File: src/rtl/seq_frame_tx.sv
// rtl/seq_frame_tx.sv - serial frame transmitter: preamble 1011, payload MSB first, optional parity, zero gap.
// Optional even-parity bit is compiled in with SEQ_FRAME_TX_PARITY_EN.
module seq_frame_tx #(
  parameter int DATA_W   = 8,
  parameter int GAP_BITS = 2
) (
  input  logic              clk,
  input  logic              reset,
  input  logic              in_valid,
  input  logic [DATA_W-1:0] in_data,
  output logic              in_ready,
  output logic              data_out,
  output logic              busy,
  output logic              frame_done,
  output logic [2:0]        state
);

  localparam int CNT_W = $clog2(DATA_W + 1);
  localparam int GAP_W = $clog2(GAP_BITS + 1);

  localparam logic [2:0] IDLE = 3'd0;
  localparam logic [2:0] PRE  = 3'd1;
  localparam logic [2:0] DATA = 3'd2;
`ifdef SEQ_FRAME_TX_PARITY_EN
  localparam logic [2:0] PAR  = 3'd3;
`endif
  localparam logic [2:0] GAP  = 3'd4;

  localparam logic [3:0] PRE_PAT = 4'b1011;

  logic [2:0]        state_q, state_d;
  logic [1:0]        pre_idx_q, pre_idx_d;
  logic [CNT_W-1:0]  bit_cnt_q, bit_cnt_d;
  logic [GAP_W-1:0]  gap_cnt_q, gap_cnt_d;
  logic [DATA_W-1:0] shift_q, shift_d;
  logic              data_out_q, data_out_d;
  logic              frame_done_q, frame_done_d;
  logic              busy_q, busy_d;
`ifdef SEQ_FRAME_TX_PARITY_EN
  logic              parity_q, parity_d;
`endif

  always_ff @(posedge clk) begin
    if (reset) begin
      state_q      <= IDLE;
      pre_idx_q    <= '0;
      bit_cnt_q    <= '0;
      gap_cnt_q    <= '0;
      shift_q      <= '0;
      data_out_q   <= 1'b0;
      frame_done_q <= 1'b0;
      busy_q       <= 1'b0;
`ifdef SEQ_FRAME_TX_PARITY_EN
      parity_q     <= 1'b0;
`endif
    end else begin
      state_q      <= state_d;
      pre_idx_q    <= pre_idx_d;
      bit_cnt_q    <= bit_cnt_d;
      gap_cnt_q    <= gap_cnt_d;
      shift_q      <= shift_d;
      data_out_q   <= data_out_d;
      frame_done_q <= frame_done_d;
      busy_q       <= busy_d;
`ifdef SEQ_FRAME_TX_PARITY_EN
      parity_q     <= parity_d;
`endif
    end
  end

  always_comb begin
    state_d   = state_q;
    pre_idx_d = pre_idx_q;
    bit_cnt_d = bit_cnt_q;
    gap_cnt_d = gap_cnt_q;
    shift_d   = shift_q;
`ifdef SEQ_FRAME_TX_PARITY_EN
    parity_d  = parity_q;
`endif
    case (state_q)
      IDLE: begin
        if (in_valid) begin
          state_d   = PRE;
          pre_idx_d = 2'd0;
          shift_d   = in_data;
`ifdef SEQ_FRAME_TX_PARITY_EN
          parity_d  = ^in_data;
`endif
        end
      end
      PRE: begin
        if (pre_idx_q == 2'd3) begin
          state_d   = DATA;
          bit_cnt_d = CNT_W'(DATA_W);
        end else begin
          pre_idx_d = pre_idx_q + 2'd1;
        end
      end
      DATA: begin
        if (bit_cnt_q == CNT_W'(1)) begin
`ifdef SEQ_FRAME_TX_PARITY_EN
          state_d   = PAR;
`else
          state_d   = GAP;
          gap_cnt_d = GAP_W'(GAP_BITS);
`endif
        end else begin
          bit_cnt_d = bit_cnt_q - CNT_W'(1);
        end
      end
`ifdef SEQ_FRAME_TX_PARITY_EN
      PAR: begin
        state_d   = GAP;
        gap_cnt_d = GAP_W'(GAP_BITS);
      end
`endif
      GAP: begin
        if (gap_cnt_q == GAP_W'(1)) begin
          state_d = IDLE;
        end else begin
          gap_cnt_d = gap_cnt_q - GAP_W'(1);
        end
      end
      default: state_d = IDLE;
    endcase
    // The MSB leaving now is registered onto the line, so consume it on the same edge
    if (state_d == DATA) begin
      shift_d = shift_q << 1;
    end
  end

  // Line value is decoded from the upcoming state so it lands registered in that state's cycle
  always_comb begin
    data_out_d   = 1'b0;
    frame_done_d = 1'b0;
    busy_d       = (state_d != IDLE);
    case (state_d)
      PRE:  data_out_d = PRE_PAT[2'd3 - pre_idx_d];
      DATA: data_out_d = shift_q[DATA_W-1];
`ifdef SEQ_FRAME_TX_PARITY_EN
      PAR:  data_out_d = parity_q;
`endif
      GAP:  frame_done_d = (gap_cnt_d == GAP_W'(1));
      default: data_out_d = 1'b0;
    endcase
  end

  assign state      = state_q;
  assign data_out   = data_out_q;
  assign busy       = busy_q;
  assign frame_done = frame_done_q;
  assign in_ready   = (state_q == IDLE) && !reset;

endmodule
File: config.mk
export PLATFORM = sky130hd
export DESIGN_NAME = seq_frame_tx
export DESIGN_NICKNAME = d
export VERILOG_FILES = /design/src/rtl/seq_frame_tx.sv
export SDC_FILE = /design/constraint.sdc
export NUM_CORES = 1
export LEC_CHECK = 0
export BUFFER_PORTS_ARGS = -buffer_cell sky130_fd_sc_hd__clkbuf_2
export CAP_MARGIN = 30
export CORE_ASPECT_RATIO = 1.5
export CORE_MARGIN = 10
export CORE_UTILIZATION = 55
export DETAILED_ROUTE_END_ITERATION = 12
export GPL_TIMING_DRIVEN = 0
export PLACE_DENSITY = 0.77
export SETUP_SLACK_MARGIN = 0.15
export SYNTH_ARGS = -nofsm -noshare
export SYNTH_HDL_FRONTEND = slang
export SYNTH_SLANG_ARGS = --single-unit
File: constraint.sdc
create_clock -name clk -period 3.75 [get_ports clk]
set_clock_uncertainty 0.15 [all_clocks]
set_input_delay 0.75 -clock clk [delete_from_list [all_inputs] [get_ports clk]]
set_output_delay 0.75 -clock clk [all_outputs]
set_load 0.05 [all_outputs]
-- Yosys cells after proc, flatten, opt, wreduce, memory -nomap -nowiden
Cells that the tools add are included.
- equality and inequality tests: 12
- $lt $le $gt $ge: 1
- reductions and logical operators: 12
- mux-type cells: 20
- add/subtract/negate cells: 4
- bitwise logic cells: 1
- operator list (cell ; count):
    $mux 8 ; 3
    $mux 3 ; 4
    $pmux 3 s4 ; 1
    $mux 2 ; 4
    $mux 4 ; 2
    $pmux 2 s2 ; 2
    $pmux 4 s2 ; 1
    $eq 3x1->1 const B ; 2
    $eq 3x2->1 const B ; 2
    $eq 3x3->1 const B ; 2
    $reduce_bool 2->1 ; 3
    $eq 2x1->1 const B ; 2
    $eq 4x1->1 const B ; 1
    $ne 2x2->1 const B ; 2
    $reduce_and 2->1 ; 2
    $reduce_or 2->1 ; 2
    $sub 4x1->4 const B ; 1
    $logic_not 3->1 ; 1
    $lt 2x3->1 const B ; 1
    $reduce_and 3->1 ; 1
    $reduce_bool 3->1 ; 1
    $add 2x1->2 const B ; 1
    $bmux 1 s2 ; 1
    $eq 2x2->1 const B ; 1
    other kinds (7) ; 7
- logic and storage cells: 59
- bits of input ports: 11
- output and inout port bits: 7
- bits in registers: 22

-- Longest topological paths before layout
- depth in word-level cells: 7
- depth in mapped cells: 7
- gate-level depth less buffers: 6

-- Worst setup path after synthesis
OpenSTA, ideal clock, no wires.
- kind: input -> output
- start: input port reset
- end: output port in_ready
- slack: 459 ps
- stages: 2
- data arrival time: 2391 ps
- path buffers: 1
- required time: 2850 ps
- cells stage by stage: clkbuf_1 > nor4_1
- cells in the longest elaborated chain, start to end: 2
- ends and longest elaborated chain (what ; line ; source):
    start: declaration ; 8 ; input logic reset,
    $logic_not 1->1 ; 152 ; assign in_ready = (state_q == IDLE) && !reset;
    $logic_and 1x1->1 ; 152 ;
    end: declaration ; 11 ; output logic in_ready,
Every way passes these cells.

-- Worst setup path in the final report
Ends and elaborated chain as after synthesis.

==> flow_metrics.env <==
export IMPL_syn_to_final_growth_pct=15.0
export IMPL_dieArea_um2=4200
export IMPL_route_detailed_drc=0
export IMPL_clkPwrFrac_pct=37.5
export IMPL_ir_drop_v=0.000318
export IMPL_ant_nets=0
export IMPL_wirelength_um=2270
export IMPL_powerDensity_nw_per_um2=387
export IMPL_p_int_uw=373
export IMPL_finalSetupViolCount=0
export IMPL_core_um2=1850
export IMPL_gp_congestion=0.821
export IMPL_fin_setup_tns_ps=0
export IMPL_drtPass1Iterations=4
export IMPL_final_cell_mix="22 x dfxtp_1, 17 x clkbuf_2, 14 x nor2_1, 9 x a21oi_1, 9 x mux2i_1"
export IMPL_port_buffers=17
export IMPL_critical_path_class="input pin to output port"
export IMPL_fillers=154
export IMPL_wl_per_cell_um=14.4
export IMPL_utilization_pct=67.7
export IMPL_grt_pass1_wl_um=3980
export IMPL_vias_per_cell=5.71
export IMPL_grt_pass1_vias=948
export IMPL_syn_nets=130
export IMPL_reg2reg_setup_slack_ps=1900
export IMPL_cts_repair_resize_count=0
export IMPL_finalCritPeriodShare_pct=68.7
export IMPL_critPathLaunchType="input pin"
export IMPL_end_kind="output port"
export IMPL_worst_pin_slew_ps=536
export IMPL_cts_tree="built"
export IMPL_rsz0062_at_grt="no"
export IMPL_cts_inserted_buffers=3
export IMPL_ys_warn_count=0
export IMPL_gr_usage_all_layers_pct=11.2
export IMPL_vias=897
export IMPL_fin_nets=152
export IMPL_drive_gt1_share_pct=23.5
export IMPL_hp_class="register to register"
export IMPL_crit_required_ps=2850
export IMPL_syn_area_um2=1090
export IMPL_maxSlewViolCount=0
export IMPL_rows=19
export IMPL_die_w_um=56.4
export IMPL_p_leak_uw=0.000520
export IMPL_synth_cell_types=29
export IMPL_timing_final_crit_period_ps=2580
export IMPL_crit_fanout=10
export IMPL_hpwl_um=1750
export IMPL_worst_ep_arrival_time_ps=1680
export IMPL_hold_viol=0
export IMPL_die_h_um=74.6
export IMPL_layout_commonest_cell="dfxtp_1"
export IMPL_syn_mean_instance_area_um2=9.49
export IMPL_status="complete, no violations"
export IMPL_pwr_share_seq_pct=51.2
export IMPL_h_tree_depth=1
export IMPL_slew_headroom_pct=64.2
export IMPL_path_clk_slew_ps=120
export IMPL_p_switching_uw=112
export IMPL_clock_sinks=22
export IMPL_grt_ovfl_total=0
export IMPL_diodes=0
export IMPL_first_iter_violations=31
export IMPL_cts_buffer_depth=2
export IMPL_clkLatencyLatePin_ps=310
export IMPL_maxCapViolCount=0
export IMPL_cts_hold_buf=0
export IMPL_seq_area_frac_synth_pct=40.4
export IMPL_grt_max_degree=14
export IMPL_synth_seq_cells=22
export IMPL_synthCells=115
export IMPL_totalPowerFinal_uw=485
export IMPL_start_util_pct=58.8
export IMPL_ios=18
export IMPL_pwr_share_comb_pct=11.3
export IMPL_fmax_mhz=388
export IMPL_cts_root_buf="clkbuf_4"
export IMPL_sw_frac_of_total_pct=23.1
export IMPL_post_cts_setup_buffer_count=0
export IMPL_antenna_found_initial=0
-- metal layers --
layer / wire length, µm / share of wire (%) / vias up / global-route usage (%)
met4: 21 / 0.93 / 0 / 5.09
li1: - / - / 453 / -
met1: 952 / 42 / 420 / 12.3
met5: 0 / 0 / - / 0
met2: 1180 / 52 / 22 / 20.0
met3: 113 / 5.0 / 2 / 2.73
-- worst max-delay path, cell delays in order --
cell      delay [ps]
clkbuf_2         120
clkbuf_1         250
nor4_1           230
clkbuf_2         320
-- per-stage QoR --
step                area [µm²]  std cells  worst slack [ps]  hold slack (ps)
global route              1250        157              1060              356
global placement          1200        153              1200              306
floorplan                 1090        115               459              295
detailed placement        1200        153              1160              315
finish                    1250        157              1170              327
CTS                       1250        157              1170              332
-- sequential cells by signal, indices dropped and copies added (netlist names) --
register / flops
frame_done: 1
pre_idx_q: 2
state: 3
busy: 1
data_out: 1
shift_q: 8
gap_cnt_q: 2
bit_cnt_q: 4
-- power groups by stage --
stage / clock network [µW] / logic (µW) / registers (µW)
detailed placement: 0 / 55.3 / 254
CTS: 184 / 55.5 / 248
floorplan: 0 / 31.5 / 261
finish: 182 / 54.8 / 248
global route: 191 / 60.7 / 249
global placement: 0 / 53.8 / 253
-- final cells by class --
type	count	area (µm²)	area share, %
Tap cell	21	26.3	2.09
Clock buffer	3	22.5	1.79
Multi-Input combinational cell	81	572	45.6
Clock inverter	1	30.0	2.39
Timing Repair Buffer	17	85.1	6.78
Sequential cell	22	440	35.1
Inverter	5	18.8	1.50
Buffer	7	60.1	4.79
-- cell usage after synthesis (all sizes together) --
library cell	n	share of area (%)
dfxtp	22	40
nor2	14	4.8
a21oi	9	4.1
mux2i	9	8.3
a211oi	8	5.5
o21ai	7	3.2
nor3	6	2.8
buf	5	4.8
inv	5	1.7
nor3b	5	4.9
ha	4	4.6
and2	2	1.1
and3	2	1.1
clkbuf	2	0.69
nand2	2	0.69
nor4	2	1.1
or3b	2	2.1
a2111oi	1	0.80
a22oi	1	1.9
nand2b	1	0.57
nand3	1	0.46
nor2b	1	0.57
nor4b	1	1.4
o32a	1	0.92
or3	1	0.57
xor2	1	0.80
-- worst paths after layout --
check | startpoint | to | depth (start not counted)
worst max-delay path | reset | in_ready | 4
worst min-delay path | bit_cnt_q[1]$_SDFFE_PP0P_ | bit_cnt_q[1]$_SDFFE_PP0P_ | 2
worst max register to register | bit_cnt_q[0]$_SDFFE_PP0P_ | bit_cnt_q[1]$_SDFFE_PP0P_ | 6
worst min register to register | bit_cnt_q[1]$_SDFFE_PP0P_ | bit_cnt_q[1]$_SDFFE_PP0P_ | 2
-- cell families after synthesis --
logic type	count (synthesis)	share of synthesized area [%]
simple gates	40	22.2
fa+ha+maj	4	4.59
compound gates	27	16.5
mux	9	8.26
buf+inv	12	7.23
flops	22	40.4
xor+xnor	1	0.803
Note: power is estimated with default switching activity, not from simulation.
